## config.mk

```make
export PLATFORM = sky130hd
export DESIGN_NAME = hazard_controller_flat
export DESIGN_NICKNAME = d
export VERILOG_FILES = /design/src/rtl/hazard_controller_if.sv /design/src/rtl/hazard_controller.sv /design/src/flat_wrapper.sv
export SDC_FILE = /design/constraint.sdc
export NUM_CORES = 1
export LEC_CHECK = 0
export BUFFER_PORTS_ARGS = -buffer_cell sky130_fd_sc_hd__buf_2
export CORE_AREA = 2 2 39 41
export DETAILED_ROUTE_END_ITERATION = 16
export DIE_AREA = 0 0 41 43
export PLACE_DENSITY = 0.67
export SETUP_SLACK_MARGIN = 0.4
export SYNTH_ARGS = -nofsm -noshare
export SYNTH_HDL_FRONTEND = slang
export SYNTH_SLANG_ARGS = --single-unit
```

## constraint.sdc

```tcl
create_clock -name clk -period 1.7 [get_ports clk]
set_clock_uncertainty 0.15 [all_clocks]
set_input_delay 0.17 -clock clk [delete_from_list [all_inputs] [get_ports clk]]
set_output_delay 0.17 -clock clk [all_outputs]
set_load 0.1 [all_outputs]
```

## src/rtl/hazard_controller_if.sv

```systemverilog
// Hazard-control bundle between the ID/EX pipeline stages and the hazard controller.
// StallCount is present only when HAZ_PERF_CNT_EN is defined.
interface hazard_controller_if;
  logic [4:0]  ID_Rn;
  logic [4:0]  ID_Rm;
  logic        ID_UseRn;
  logic        ID_UseRm;
  logic        ID_IsMul;
  logic        ID_EX_MemRead;
  logic [4:0]  Rd_ID_EX;
  logic        EX_BranchTaken;
  logic        PCWrite;
  logic        IF_ID_Write;
  logic        IF_ID_Flush;
  logic        ID_EX_Bubble;
  logic        MulBusy;
`ifdef HAZ_PERF_CNT_EN
  logic [15:0] StallCount;

  modport master (
    output ID_Rn, ID_Rm, ID_UseRn, ID_UseRm, ID_IsMul, ID_EX_MemRead, Rd_ID_EX, EX_BranchTaken,
    input  PCWrite, IF_ID_Write, IF_ID_Flush, ID_EX_Bubble, MulBusy, StallCount
  );
  modport slave (
    input  ID_Rn, ID_Rm, ID_UseRn, ID_UseRm, ID_IsMul, ID_EX_MemRead, Rd_ID_EX, EX_BranchTaken,
    output PCWrite, IF_ID_Write, IF_ID_Flush, ID_EX_Bubble, MulBusy, StallCount
  );
`else
  modport master (
    output ID_Rn, ID_Rm, ID_UseRn, ID_UseRm, ID_IsMul, ID_EX_MemRead, Rd_ID_EX, EX_BranchTaken,
    input  PCWrite, IF_ID_Write, IF_ID_Flush, ID_EX_Bubble, MulBusy
  );
  modport slave (
    input  ID_Rn, ID_Rm, ID_UseRn, ID_UseRm, ID_IsMul, ID_EX_MemRead, Rd_ID_EX, EX_BranchTaken,
    output PCWrite, IF_ID_Write, IF_ID_Flush, ID_EX_Bubble, MulBusy
  );
`endif
endinterface

```

## src/rtl/hazard_controller.sv

```systemverilog
// Pipeline hazard controller: branch flush, load-use stall, multi-cycle multiply stall.
// Optional stall-cycle performance counter enabled by defining HAZ_PERF_CNT_EN.
//
// state | meaning
// RUN   | normal issue; branch flush / load-use bubble / multiply entry decided here
// MUL   | front end frozen while the multiply completes; cnt counts remaining stalls
module hazard_controller #(
  parameter int unsigned MUL_LAT = 3
) (
  input logic           clk,
  input logic           reset,
  hazard_controller_if.slave haz
);

  typedef enum logic {S_RUN, S_MUL} state_t;

  localparam logic [3:0] MUL_CNT_INIT = 4'(MUL_LAT - 1);

  state_t     state;
  state_t     state_next;
  logic [3:0] cnt;
  logic [3:0] cnt_next;
  logic       load_use;
  logic       pc_write;
  logic       if_id_write;
  logic       if_id_flush;
  logic       id_ex_bubble;

  // X31 is the zero register, so a load targeting it never creates a dependency.
  assign load_use = haz.ID_EX_MemRead && (haz.Rd_ID_EX != 5'd31) &&
                    ((haz.ID_UseRn && (haz.ID_Rn == haz.Rd_ID_EX)) ||
                     (haz.ID_UseRm && (haz.ID_Rm == haz.Rd_ID_EX)));

  always_comb begin
    pc_write     = 1'b1;
    if_id_write  = 1'b1;
    if_id_flush  = 1'b0;
    id_ex_bubble = 1'b0;
    state_next   = state;
    cnt_next     = cnt;
    if (state == S_MUL) begin
      // EX only holds bubbles here, so branch and load-use inputs are ignored.
      if (cnt != 4'd0) begin
        pc_write     = 1'b0;
        if_id_write  = 1'b0;
        id_ex_bubble = 1'b1;
        cnt_next     = cnt - 4'd1;
      end else begin
        state_next = S_RUN;
      end
    end else begin
      if (haz.EX_BranchTaken) begin
        if_id_flush  = 1'b1;
        id_ex_bubble = 1'b1;
      end else if (load_use) begin
        pc_write     = 1'b0;
        if_id_write  = 1'b0;
        id_ex_bubble = 1'b1;
      end else if (haz.ID_IsMul) begin
        pc_write     = 1'b0;
        if_id_write  = 1'b0;
        id_ex_bubble = 1'b1;
        cnt_next     = MUL_CNT_INIT;
        state_next   = S_MUL;
      end
    end
  end

  always_ff @(posedge clk or negedge reset) begin
    if (!reset) begin
      state <= S_RUN;
      cnt   <= 4'd0;
    end else begin
      state <= state_next;
      cnt   <= cnt_next;
    end
  end

  assign haz.PCWrite      = pc_write;
  assign haz.IF_ID_Write  = if_id_write;
  assign haz.IF_ID_Flush  = if_id_flush;
  assign haz.ID_EX_Bubble = id_ex_bubble;
  assign haz.MulBusy      = (state == S_MUL);

`ifdef HAZ_PERF_CNT_EN
  logic [15:0] stall_cnt;

  always_ff @(posedge clk or negedge reset) begin
    if (!reset) begin
      stall_cnt <= 16'd0;
    end else if (!pc_write && (stall_cnt != 16'hFFFF)) begin
      stall_cnt <= stall_cnt + 16'd1;
    end
  end

  assign haz.StallCount = stall_cnt;
`endif

endmodule

```

## src/flat_wrapper.sv

```systemverilog
// flat-port wrapper written by rule: the top's interface ports become plain ports
module hazard_controller_flat 
#(
  parameter int unsigned MUL_LAT = 3
)
  (clk, reset, haz_ID_Rn, haz_ID_Rm, haz_ID_UseRn, haz_ID_UseRm, haz_ID_IsMul, haz_ID_EX_MemRead, haz_Rd_ID_EX, haz_EX_BranchTaken, haz_PCWrite, haz_IF_ID_Write, haz_IF_ID_Flush, haz_ID_EX_Bubble, haz_MulBusy);
  hazard_controller_if haz_i ();
  input logic clk;
  input logic reset;
  input wire logic [$bits(haz_i.ID_Rn)-1:0] haz_ID_Rn;
  input wire logic [$bits(haz_i.ID_Rm)-1:0] haz_ID_Rm;
  input wire logic [$bits(haz_i.ID_UseRn)-1:0] haz_ID_UseRn;
  input wire logic [$bits(haz_i.ID_UseRm)-1:0] haz_ID_UseRm;
  input wire logic [$bits(haz_i.ID_IsMul)-1:0] haz_ID_IsMul;
  input wire logic [$bits(haz_i.ID_EX_MemRead)-1:0] haz_ID_EX_MemRead;
  input wire logic [$bits(haz_i.Rd_ID_EX)-1:0] haz_Rd_ID_EX;
  input wire logic [$bits(haz_i.EX_BranchTaken)-1:0] haz_EX_BranchTaken;
  output wire logic [$bits(haz_i.PCWrite)-1:0] haz_PCWrite;
  output wire logic [$bits(haz_i.IF_ID_Write)-1:0] haz_IF_ID_Write;
  output wire logic [$bits(haz_i.IF_ID_Flush)-1:0] haz_IF_ID_Flush;
  output wire logic [$bits(haz_i.ID_EX_Bubble)-1:0] haz_ID_EX_Bubble;
  output wire logic [$bits(haz_i.MulBusy)-1:0] haz_MulBusy;
  assign haz_i.ID_Rn = haz_ID_Rn;
  assign haz_i.ID_Rm = haz_ID_Rm;
  assign haz_i.ID_UseRn = haz_ID_UseRn;
  assign haz_i.ID_UseRm = haz_ID_UseRm;
  assign haz_i.ID_IsMul = haz_ID_IsMul;
  assign haz_i.ID_EX_MemRead = haz_ID_EX_MemRead;
  assign haz_i.Rd_ID_EX = haz_Rd_ID_EX;
  assign haz_i.EX_BranchTaken = haz_EX_BranchTaken;
  assign haz_PCWrite = haz_i.PCWrite;
  assign haz_IF_ID_Write = haz_i.IF_ID_Write;
  assign haz_IF_ID_Flush = haz_i.IF_ID_Flush;
  assign haz_ID_EX_Bubble = haz_i.ID_EX_Bubble;
  assign haz_MulBusy = haz_i.MulBusy;
  hazard_controller #(.MUL_LAT(MUL_LAT)) u_core (.clk(clk), .reset(reset), .haz(haz_i));
endmodule
```

==> impl_metrics.yaml <==
layout:
  drive_gt1_share_pct: 56.4
  final_cell_mix: "21 x buf_2, 10 x xnor2_1, 8 x buf_4, 7 x nand2_1, 5 x buf_12"
  instances_no_fill: 110
  final_common_cell: "buf_2"
  final_nets: 119
  syn_to_final_growth_pct: 93.6
  diodes: 0
floorplan:
  core_um2: 1380
  die_h_um: 43
  io_pins: 27
  rows: 14
  start_util_pct: 32.5
  die_w_um: 41
  die_area_um2: 1760
global_routing:
  antenna_found_initial: 0
  grt_pass1_vias: 509
  grt_pass1_wl_um: 1810
  gr-total-overflow: 0
  grtUsageTotal_pct: 15.2
  grt_max_degree: 8
timing:
  drv_slew: 0
  rsz0062_at_grt: "true"
  timing.fmax_mhz: 520
  max_slew.worst_pin.slew_ns: 0.487
  hold_ws_ns: 0.115
  period_share_pct: 113
  fin_ws_ns: -0.222
  hold_violations: 0
  slew_headroom_pct: 67.3
  setup_viol: 4
  fin_crit_ns: 1.92
drt:
  dr.first_iter.drc_count: 1
  vias: 542
  routed_wirelength_um: 1320
  wl_per_cell_um: 12.0
  drc: 0
  postRouteAntennaNets: 0
  first_pass_iters: 4
  via_per_inst: 4.93
power:
  ir_worst_vdd_mv: 1.15
  leakagePower_nw: 0.378
  p_int_mw: 0.913
  p_sw_mw: 0.996
  power_frac_comb_pct: 77.6
  seqPwrFrac_pct: 15.4
  power_density_nw_per_um2: 2200
  netSwitchingFraction_pct: 52.2
  power_frac_clock_pct: 7.1
synthesis:
  synth_area_per_cell_um2: 8.32
  syn-cell-area_um2: 449
  netlist_instances: 54
  syn_nets: 78
  ys_seq_area_share_pct: 27.9
  synth.yosys.warnings: 0
  ys_types: 21
  synth_seq_cells: 5
clock_network:
  insertion_delay_ns: 0.24
  root_buffer: "clkbuf_4"
  htree_levels: 1
  cts.sinks: 5
  clkTransAtPathRegs_ns: 0.04
  clock_path_buffers: 2
  cts_tree: "done"
  cts_made_buffers: 3
status:
  violations: "setup timing"
  outcome: "finished, violations left"
placed_design:
  dp_hpwl_um: 972
  place.gp.congestion: 0.685
  numPortBuffers: 26
  dp.cells: 99
critical_path:
  required_ns: 1.38
  startpoint_type: "flip-flop"
  endpoint_kind: "output pin"
  cp_max_fo: 2
  worstSetupPathType: "reg -> out"
  arrival_ns: 1.60
worst_hold_path:
  holdCritPathClass: "in -> async"
job:
  cap_violations: 0
[worst paths after layout]
path                               start                 end  slack, ns  cells after the start
hold / removal                     reset       u_core.cnt[0]       0.11                      2
setup / recovery           u_core.cnt[0]         haz_PCWrite      -0.22                      7
hold reg to reg            u_core.cnt[1]       u_core.cnt[1]       0.46                      2
min in group clk            haz_ID_IsMul       u_core.cnt[3]       0.24                      4
setup reg to reg           u_core.cnt[0]       u_core.cnt[3]      -0.09                     11
max in group asynchronous          reset  u_core.haz.MulBusy       1.14                      2
[layer usage]
metal  track usage [%]  part of all wire, %  vias up
li1                  -                    -      270
met1              14.2                   34      244
met2              28.4                   56       26
met3              2.09                  9.0        2
met4              8.00                  1.1        0
met5                 0                    0        -
[worst max-delay path, cell delays in order (launching register included)]
cell     delay [ns]
dfrtp_1        0.37
inv_2          0.08
ha_4           0.13
inv_2          0.04
o31ai_4        0.20
nand2_2        0.11
a31oi_4        0.22
buf_12         0.21
[Yosys cell counts]
cell type	count	area (um^2)
nor3_1	1	5.00
o31a_1	2	17.5
o21ai_0	4	20.0
or2_1	1	6.26
o22ai_2	1	12.5
nor2_1	1	3.75
xnor2_1	10	87.6
a21oi_2	1	8.76
or3_1	1	6.26
buf_4	1	7.51
ha_1	2	25.0
a31oi_1	2	12.5
o21a_1	1	7.51
nand4_1	2	12.5
a211oi_1	1	7.51
dfrtp_1	5	125
o31ai_1	2	15.0
nand3_1	1	5.00
inv_1	3	11.3
nand2_1	9	33.8
nor2b_1	3	18.8
[state kept, by name, summed over array words and instances (netlist names)]
signal,count
u_core.haz.MulBusy,1
u_core.cnt,4
[power by group through the flow]
stage / registers, mW / clock network [mW] / logic [mW]
final: 0.293 / 0.135 / 1.48
after global routing: 0.305 / 0.147 / 1.55
after CTS: 0.293 / 0.143 / 1.44
after detailed placement: 0.284 / 0 / 1.27
after global placement: 0.283 / 0 / 1.26
after floorplan: 0.363 / 0 / 0.839
[layout make-up]
type | count | area (um^2)
Fill cell | 122 | 514
Timing Repair Buffer | 37 | 298
Multi-Input combinational cell | 45 | 385
Clock buffer | 4 | 26.3
Inverter | 3 | 11.3
Sequential cell | 5 | 129
Tap cell | 16 | 20.0
[logic make-up (layout without fill, tap and decap cells)]
family | Yosys count | in the layout | share of synthesized area (%)
fa+ha+maj | 2 | 2 | 5.57
simple gates | 19 | 19 | 20.3
xor+xnor | 10 | 10 | 19.5
buf+inv | 4 | 44 | 4.18
flops | 5 | 5 | 27.9
compound gates | 14 | 14 | 22.6
[through the flow]
stage	utilization (%)	cell area, um^2	power, mW	worst slack, ns	setup TNS, ns
after detailed placement	54.6	756	1.56	-0.0188	-0.0373
after global routing	62.8	870	2.00	-0.283	-1.01
final	62.8	870	1.91	-0.222	-0.696
after global placement	54.6	756	1.54	0.0166	0
after floorplan	-	536	1.20	-0.548	-1.13
after CTS	61.8	855	1.87	-0.204	-0.562
[timing repair]
item	4_1_cts	5_1_grt
endpoints found under the setup margin	10	10
buffers inserted	4	2
hold buffers	1	0
hold endpoints to repair	5	0
gates resized for setup	8	0
pin swaps	4	1
Power figures use the tool's default switching activity.
